$ cat config.mk
export PLATFORM = sky130hd
export DESIGN_NAME = mem_arbiter
export DESIGN_NICKNAME = d
export VERILOG_FILES = /design/src/rtl/mem_arbiter.sv
export SDC_FILE = /design/constraint.sdc
export NUM_CORES = 1
export LEC_CHECK = 0
export ABC_AREA = 0
export CORE_MARGIN = 4
export CORE_UTILIZATION = 42
export DETAILED_ROUTE_END_ITERATION = 8
export HOLD_SLACK_MARGIN = 0.03
export PLACE_DENSITY = 0.87
export SYNTH_ARGS = -nofsm -noshare
export SYNTH_HDL_FRONTEND = slang
export SYNTH_SLANG_ARGS = --single-unit
$ cat constraint.sdc
create_clock -name clk -period 2.3 [get_ports clk]
set_input_delay 0.46 -clock clk [delete_from_list [all_inputs] [get_ports clk]]
set_output_delay 0.46 -clock clk [all_outputs]
set_load 0.02 [all_outputs]
$ cat src/rtl/mem_arbiter.sv
// Two-port (fetch / data) arbiter for a single-ported 16-bit byte-addressable memory.
// Optional feature: define MEM_ARB_RR_EN to replace data-first priority with round-robin.
module mem_arbiter #(
  parameter int ADDR_WIDTH = 16,
  parameter int LATENCY    = 1,
  parameter int STARVE_MAX = 4
) (
  input  logic                  clk,
  input  logic                  rst,
  input  logic                  if_req,
  input  logic [ADDR_WIDTH-1:0] if_addr,
  output logic                  if_grant,
  output logic                  if_done,
  output logic [15:0]           if_rdata,
  output logic                  if_err,
  input  logic                  dm_req,
  input  logic                  dm_wr,
  input  logic [ADDR_WIDTH-1:0] dm_addr,
  input  logic [15:0]           dm_wdata,
  output logic                  dm_grant,
  output logic                  dm_done,
  output logic [15:0]           dm_rdata,
  output logic                  dm_err,
  output logic [ADDR_WIDTH-1:0] mem_addr,
  output logic [15:0]           mem_wdata,
  input  logic [15:0]           mem_rdata,
  output logic                  mem_enable,
  output logic                  mem_wr
);

  typedef enum logic [1:0] {IDLE, BUSY, DONE} state_t;

  localparam logic [3:0] CNT_LOAD = 4'(LATENCY - 1);

  state_t                state_q, state_d;
  logic [3:0]            cnt_q, cnt_d;
  logic                  owner_if_q, owner_if_d;
  logic                  wr_q, wr_d;
  logic [ADDR_WIDTH-1:0] addr_q, addr_d;
  logic [15:0]           wdata_q, wdata_d;
  logic                  if_grant_q, if_grant_d;
  logic                  dm_grant_q, dm_grant_d;
  logic [15:0]           if_rdata_q, if_rdata_d;
  logic [15:0]           dm_rdata_q, dm_rdata_d;
  logic                  if_err_q, if_err_d;
  logic                  dm_err_q, dm_err_d;
  logic                  pick_if;
  logic                  last_busy;
  logic                  misaligned;
`ifdef MEM_ARB_RR_EN
  logic                  last_if_q, last_if_d;
`else
  logic [7:0]            starve_q, starve_d;
`endif

  assign misaligned = addr_q[0];
  assign last_busy  = (state_q == BUSY) && (cnt_q == 4'd0);

  // Tie-break: round-robin favours the port that lost last time.
`ifdef MEM_ARB_RR_EN
  assign pick_if = if_req && (!dm_req || !last_if_q);
`else
  assign pick_if = if_req && (!dm_req || (starve_q == 8'(STARVE_MAX)));
`endif

  always_comb begin
    state_d    = state_q;
    cnt_d      = cnt_q;
    owner_if_d = owner_if_q;
    wr_d       = wr_q;
    addr_d     = addr_q;
    wdata_d    = wdata_q;
    if_grant_d = 1'b0;
    dm_grant_d = 1'b0;
    if_rdata_d = if_rdata_q;
    dm_rdata_d = dm_rdata_q;
    if_err_d   = 1'b0;
    dm_err_d   = 1'b0;
`ifdef MEM_ARB_RR_EN
    last_if_d  = last_if_q;
`else
    starve_d   = starve_q;
`endif
    case (state_q)
      IDLE: begin
        if (if_req || dm_req) begin
          owner_if_d = pick_if;
          cnt_d      = CNT_LOAD;
          state_d    = BUSY;
          if (pick_if) begin
            addr_d     = if_addr;
            wr_d       = 1'b0;
            wdata_d    = 16'h0000;
            if_grant_d = 1'b1;
`ifdef MEM_ARB_RR_EN
            last_if_d  = 1'b1;
`else
            starve_d   = 8'd0;
`endif
          end else begin
            addr_d     = dm_addr;
            wr_d       = dm_wr;
            wdata_d    = dm_wdata;
            dm_grant_d = 1'b1;
`ifdef MEM_ARB_RR_EN
            last_if_d  = 1'b0;
`else
            if (if_req && (starve_q < 8'(STARVE_MAX))) starve_d = starve_q + 8'd1;
`endif
          end
        end
      end
      BUSY: begin
        if (cnt_q == 4'd0) begin
          state_d = DONE;
          if (owner_if_q) begin
            if_rdata_d = misaligned ? 16'h0000 : mem_rdata;
            if_err_d   = misaligned;
          end else begin
            dm_rdata_d = (misaligned || wr_q) ? 16'h0000 : mem_rdata;
            dm_err_d   = misaligned;
          end
        end else begin
          cnt_d = cnt_q - 4'd1;
        end
      end
      DONE:    state_d = IDLE;
      default: state_d = IDLE;
    endcase
  end

  always_ff @(posedge clk) begin
    if (rst) begin
      state_q    <= IDLE;
      cnt_q      <= 4'd0;
      owner_if_q <= 1'b0;
      wr_q       <= 1'b0;
      addr_q     <= '0;
      wdata_q    <= 16'h0000;
      if_grant_q <= 1'b0;
      dm_grant_q <= 1'b0;
      if_rdata_q <= 16'h0000;
      dm_rdata_q <= 16'h0000;
      if_err_q   <= 1'b0;
      dm_err_q   <= 1'b0;
`ifdef MEM_ARB_RR_EN
      last_if_q  <= 1'b0;
`else
      starve_q   <= 8'd0;
`endif
    end else begin
      state_q    <= state_d;
      cnt_q      <= cnt_d;
      owner_if_q <= owner_if_d;
      wr_q       <= wr_d;
      addr_q     <= addr_d;
      wdata_q    <= wdata_d;
      if_grant_q <= if_grant_d;
      dm_grant_q <= dm_grant_d;
      if_rdata_q <= if_rdata_d;
      dm_rdata_q <= dm_rdata_d;
      if_err_q   <= if_err_d;
      dm_err_q   <= dm_err_d;
`ifdef MEM_ARB_RR_EN
      last_if_q  <= last_if_d;
`else
      starve_q   <= starve_d;
`endif
    end
  end

  // Gating with rst keeps a write from landing in the cycle reset is asserted.
  assign mem_enable = last_busy && !misaligned && !rst;
  assign mem_wr     = mem_enable && wr_q;
  assign mem_addr   = addr_q;
  assign mem_wdata  = wdata_q;
  assign if_grant   = if_grant_q;
  assign dm_grant   = dm_grant_q;
  assign if_done    = (state_q == DONE) && owner_if_q;
  assign dm_done    = (state_q == DONE) && !owner_if_q;
  assign if_rdata   = if_rdata_q;
  assign dm_rdata   = dm_rdata_q;
  assign if_err     = if_err_q;
  assign dm_err     = dm_err_q;

endmodule

==> run metrics, run 1 <==
Total Wirelength=between 9000 and 10000 um; width of the die=95.7 um; Worst Path Max Fanout=2; CTS Sinks=84; adder-cell share of the synthesized area=under 10%; crit path launch=cnt_q[0]$_SDFFE_PP0P_; XOR/XNOR Fraction of Synth Area=0%; finished layout cell area=roughly 0.0050 mm^2; slowest stage cell, crit path=dfxtp_1; async set-reset flop share out of synthesis=0%; vias in the first global route=approximately 3k; Lkg Pwr=about 2 nW; endpoint type of the worst setup path=output port; CP Depth=7; Largest stage delay, worst path=around 0.33 ns; Max Freq=between 400 and 500 MHz; max-cap check violation count=0; proportion of layout cells with a drive suffix above 1=approximately 8.4%; status=complete, no violations; largest net degree at the start of global routing=43; initial cell density of the core=a little over two fifths; synth-to-layout area growth=54.6%; Initial DRC Count=around 160; Relative slew margins=around half; Yosys top cell area share=between 50% and 60%; Post-Synth Simple-Gate Area=20.2%; Post-Syn Nets=399; dpl hpwl=about 6600 um; Post-Synthesis Cells=around 330; CP required=approximately 1.8 ns; Inst Count DP=between 500 and 600; total grt overflow=0; met2 usage=32.5%; R2R cell count=7; CTS root buffer=clkbuf_8; via count=2979; DRC Markers=0; worst flop-to-flop path startpoint=cnt_q[0]$_SDFFE_PP0P_; startpoint types=flop; initial antenna violation count=0; row count=31; area leader, netlist=dfxtp_1; Most used DFF post-synth=dfxtp_1; # nets final=between 500 and 600; Yosys reg bits=between 80 and 90; CP Class=reg2out; power density over cell area=slightly below 800 mW/mm^2; Critical Path End=mem_wr; sequential fraction of the synthesis area=a little over half; fin crit period=about 2.1 ns; Mapped Area=about 0.0032 mm^2; worst-path cell chain=inv_1, ha_1, nor3b_4, nand2_1, nor3_4, and2_1, buf_2; hold_buf cts=0; placed cell area=between 0.004 and 0.005 mm^2; Die Y-Extent=between 90 and 100 um; fill count=567; Clock transition at path regs=approximately 0.080 ns; final total power=about 4 mW; global route hottest layer=met2; Worst EP arrival=between 1.5 and 2 ns; worst-margin pin slew=about 0.73 ns; met1 global-route usage=between 20 and 25%; CTS tree=built; RSZ-0062 raised after global routing=no; router iterations before antenna repair=4; met3 Use GR=under 10%; top cells by area, synth=dfxtp_1 (52%), a22o_1 (9.2%), a21oi_1 (5.4%); Final Hold Fails=0; Setup violations, final=0; Clk Latency, worst-skew pair=about 0.34 ns; commonest non-fill, non-tap cell in the layout=clkdlybuf4s50_1; largest family of logic cells by synthesized area=compound AO/OA/AOI/OAI gates; number of flops mapped to enable cells by yosys=0; compound-cell area share of the yosys netlist=21.3%; Final GP Congestion=approximately 0.81; Die Area=between 0.009 and 0.01 mm^2; most frequent cells in the layout=clkdlybuf4s50_1 (138), dfxtp_1 (84), nand2_1 (35), a21oi_1 (35), a22o_1 (34); io pins=roughly 140; Clock Skew=0.0139 ns; antenna cell count=0; RR Endpoint=dm_rdata[8]$_SDFFE_PP0P_; YS warnings=0; core area=~0.0074 mm^2; vias per inst=around 5.2; buffers and inverters on the worst path=2; H-tree depth=3; family with the most delay on the worst path=simple AND/OR/NAND/NOR gates; Routed wire per std cell=about 16 um; post-route ant nets=0; part of the cycle the worst path needs=roughly 93%; port bufs=140; setup bufs post-CTS=0; GRT Total Usage=around a fifth; Mapped Avg Cell Area=approximately 9.9 um^2; fin. max-slew vios=0; Yosys cell types=around 40; Max Root-Sink Buffers=2; fin cells=573; multiplexer area fraction after synthesis=less than 1%; Max IR drop VDD=~0.48 mV; first-pass GRT wire length=between 10000 and 15000 um; r2r setup slk=slightly above 0.4 ns; CTS Buf Count=9; HP Class=reg2reg
==> worst reg2reg max path: stages, from the launching register on <==
cell	delay, ns
dfxtp_1	0.33
inv_1	0.08
ha_1	0.15
nor3b_4	0.18
buf_4	0.17
nand3b_1	0.51
nand2_1	0.27
a21oi_1	0.08
==> what timing repair did <==
action                                  in CTS  in global routing
resized for setup                            7                  3
hold endpoints to repair                     0                  0
endpoints found under the setup margin       2                  2
==> kinds of logic after synthesis <==
group / count (synthesis)
flops: 84
buf+inv: 27
fa+ha+maj: 4
mux: 2
compound gates: 96
simple gates: 113
==> routing by layer <==
metal / share of wire (%) / vias up
met5: 0 / -
met4: 1.2 / 0
met3: 11 / 11
met2: 47 / 141
met1: 41 / 1375
li1: - / 1452
==> flip-flops by register name, summed over array words and instances (netlist names), 2 cells and up <==
signal	count
mem_addr	16
cnt_q	4
dm_rdata	16
starve_q	8
state_q	2
if_rdata	16
mem_wdata	16
==> worst min path at each step <==
stage	from	end	slack, ns	depth (start not counted)
floorplan	starve_q[6]$_SDFFE_PP0P_	starve_q[6]$_SDFFE_PP0P_	0.43	1
CTS	if_rdata[2]$_SDFFE_PP0P_	if_rdata[2]$_SDFFE_PP0P_	0.46	2
global placement	if_rdata[11]$_SDFFE_PP0P_	if_rdata[11]$_SDFFE_PP0P_	0.44	2
detailed placement	if_rdata[2]$_SDFFE_PP0P_	if_rdata[2]$_SDFFE_PP0P_	0.45	2
global route	dm_rdata[12]$_SDFFE_PP0P_	dm_rdata[12]$_SDFFE_PP0P_	0.47	2
finish	dm_rdata[12]$_SDFFE_PP0P_	dm_rdata[12]$_SDFFE_PP0P_	0.46	2
==> through the flow <==
step	setup TNS [ns]	utilization [%]	setup WS (ns)	hold slack, ns
6_report	0	67.7	0.166	0.458
5_1_grt	0	67.7	0.0925	0.473
4_1_cts	0	67.8	0.0322	0.457
3_5_place_dp	-0.392	64.7	-0.206	0.445
3_3_place_gp	-0.460	64.7	-0.231	0.438
2_1_floorplan	0	-	0.106	0.431
==> synthesized netlist by cell type, types with 4 or more instances <==
master    number
nand3b_1      17
nand3_1       19
dfxtp_1       84
nand2_1       35
a21oi_1       35
nor3_1         4
and2_1         6
a22o_1        34
clkbuf_1      13
nand2b_1       5
a21o_1        17
nor2_1         9
ha_1           4
inv_1          6
==> power by group <==
group	internal [mW]	total, mW	switching (mW)
sequential	1.59	1.69	0.0909
clock	0.646	1.15	0.502
combinational	0.559	1.11	0.555
total	2.80	3.95	1.15
==> area by class of cell <==
cell class / instances / area (um^2) / area share (%)
clock buffers: 11 / 141 / 2.83
clock inverters: 5 / 82.6 / 1.65
multi-input cells: 215 / 1420 / 28.5
flip-flops and latches: 84 / 1680 / 33.7
well taps: 99 / 124 / 2.48
repair buffers: 153 / 1520 / 30.4
inverters: 6 / 22.5 / 0.451
(Power assumes the default switching activity.)
==> run 2: changes to the inputs <==
- CTS_CLUSTER_SIZE: unset -> 12
==> results of run 2 <==
No change in the layout: final DEF, timing and power equal those of run 1.
==> run 3: changes to the inputs <==
- CAP_MARGIN: unset -> 40
- clock period: 2.3 -> 2.4 ns (I/O delays scaled with it)
==> run 3 against run 2 <==
Compared with the run above:
- non-clock buffer count is 4 lower
- register-to-register slack better by 0.05 ns
- combinational power is 6% lower
- die area stayed put
- global-route usage is 0.84 points higher
- clock-buffer cell count is 1 lower
- utilization is 0.85 points lower
- via count is 1.4% higher
- final cell count is 0.87% lower
==> run metrics, run 3 (synthesis gave the netlist of run 1 again) <==
first-pass GRT wire length=14500 um (was 14000 um); io pins=141 (unchanged); core area=0.00737 mm^2 (unchanged); proportion of layout cells with a drive suffix above 1=7.68% (was 8.44%); GRT Total Usage=20.4% (was 19.6%); initial antenna violation count=0 (unchanged); via count=3022 (was 2979); finished layout cell area=0.00493 mm^2 (was 0.00499 mm^2); router iterations before antenna repair=4 (unchanged); max-cap check violation count=0 (unchanged); worst-path cell chain=inv_1, ha_1, nor3b_4, nand2_1, nor3_2, and2_1, clkbuf_2 (was inv_1, ha_1, nor3b_4, nand2_1, nor3_4, and2_1, buf_2); CTS root buffer=clkbuf_8 (unchanged); largest net degree at the start of global routing=43 (unchanged); setup bufs post-CTS=0 (unchanged); part of the cycle the worst path needs=between 90 and 100%; width of the die=95.7 um (unchanged); status=complete, no violations (unchanged); worst-margin pin slew=0.732 ns (was 0.730 ns); port bufs=140 (unchanged); antenna cell count=0 (unchanged); CTS Sinks=84 (unchanged); Final TNS setup=0 ns (unchanged); RSZ-0062 raised after global routing=no (unchanged); Clock transition at path regs=0.08 ns (about the same); CTS Buf Count=9 (unchanged); final core area utilization=66.9% (was 67.7%); total grt overflow=0 (unchanged); Largest stage delay, worst path=0.34 ns (was 0.33 ns); Clock Skew=0.0150 ns (was 0.0139 ns); Routed wire per std cell=16.1 um (was 15.8 um); commonest non-fill, non-tap cell in the layout=clkdlybuf4s50_1 (unchanged); power density over cell area=742 mW/mm^2 (was 791 mW/mm^2); startpoint types=flop (unchanged); Clk Latency, worst-skew pair=0.35 ns (was 0.34 ns); # nets final=538 (was 542); Total Wirelength=9120 um (was 9030 um); placed cell area=0.00473 mm^2 (was 0.00476 mm^2); Max IR drop VDD=0.394 mV (was 0.475 mV); CP Class=reg2out (unchanged); hold_buf cts=0 (unchanged); synth-to-layout area growth=52.7% (was 54.6%); DRC Markers=0 (unchanged); initial cell density of the core=43.8% (unchanged); CTS tree=built (unchanged); post-route ant nets=0 (unchanged); CP required=1.92 ns (was 1.84 ns); Worst EP arrival=1.75 ns (was 1.67 ns); H-tree depth=3 (unchanged); HP Class=reg2reg (unchanged); fin crit period=about 2.2 ns; row count=31 (unchanged); Max Freq=449 MHz; Initial DRC Count=228 (was 164); Max Root-Sink Buffers=2 (unchanged); Die Area=0.00916 mm^2 (unchanged); Setup violations, final=0 (unchanged); endpoint type of the worst setup path=output port (unchanged); family with the most delay on the worst path=simple AND/OR/NAND/NOR gates (unchanged); vias per inst=5.32 (was 5.20); Lkg Pwr=1.94 nW (was 1.97 nW); vias in the first global route=3082 (was 3013); Die Y-Extent=95.7 um (unchanged); Relative slew margins=51.1% (was 51.2%); most frequent cells in the layout=clkdlybuf4s50_1 (138), dfxtp_1 (84), nand2_1 (35), a21oi_1 (35), a22o_1 (34) (unchanged); buffers and inverters on the worst path=2 (unchanged); Final GP Congestion=0.845 (was 0.811); Worst Path Max Fanout=4 (was 2); fin. max-slew vios=0 (unchanged); slowest stage cell, crit path=dfxtp_1 (unchanged); Final Hold Fails=0 (unchanged); dpl hpwl=6790 um (was 6650 um)
[run 3: where the power goes]
group	switching, mW	leakage, nW	total (mW)	internal, mW
sequential	0.0910	0.685	1.62	1.53
clock	0.486	0.0987	0.993	0.507
combinational	0.525	1.15	1.04	0.519
total	1.10	1.94	3.66	2.55
[run 3: final cells by class]
class | count | area [um^2]
Timing Repair Buffer | 149 | 1490
Tap cell | 99 | 124
Inverter | 6 | 22.5
Fill cell | 604 | 2440
Multi-Input combinational cell | 215 | 1420
Clock inverter | 5 | 60.1
Clock buffer | 10 | 138
Sequential cell | 84 | 1680
[run 3: worst min-delay path: cells and delay by family, from the launching register on]
| kind | cells | cell delay (ns) |
|---|---|---|
| and+or+nand+nor | 1 | 0.05 |
| DFF | 1 | 0.32 |
| AOI/OAI and AO/OA | 1 | 0.05 |
[run 3: stage by stage]
step / setup slack, ns / total power, mW / hold WS, ns / std cells
global route: 0.0775 / 3.85 / 0.480 / 568
floorplan: 0.186 / 2.20 / 0.431 / 326
global placement: -0.130 / 2.67 / 0.437 / 553
CTS: 0.00296 / 3.70 / 0.456 / 568
detailed placement: -0.150 / 2.70 / 0.446 / 553
finish: 0.173 / 3.66 / 0.458 / 568
[run 3: timing repair]
| action | 4_1_cts | 5_1_grt |
|---|---|---|
| endpoints found under the setup margin | 2 | 1 |
| gates cloned | 0 | 0 |
| resized for setup | 4 | 2 |
[run 3: path summary, 6_finish.rpt]
| path | start | to | slack (ns) | depth (start not counted) |
|---|---|---|---|---|
| setup / recovery | cnt_q[0]$_SDFFE_PP0P_ | mem_wr | 0.17 | 7 |
| hold reg to reg | if_rdata[10]$_SDFFE_PP0P_ | if_rdata[10]$_SDFFE_PP0P_ | 0.46 | 2 |
| hold / removal | if_rdata[10]$_SDFFE_PP0P_ | if_rdata[10]$_SDFFE_PP0P_ | 0.46 | 2 |
| setup reg to reg | cnt_q[0]$_SDFFE_PP0P_ | dm_rdata[14]$_SDFFE_PP0P_ | 0.46 | 7 |
[run 3: layer usage]
metal	track usage (%)	share of wire [%]	vias to the layer above
met5	0	0	-
met4	8.29	1.4	0
met3	8.52	12	14
met2	33.2	46	151
met1	23.7	40	1417
li1	-	-	1440
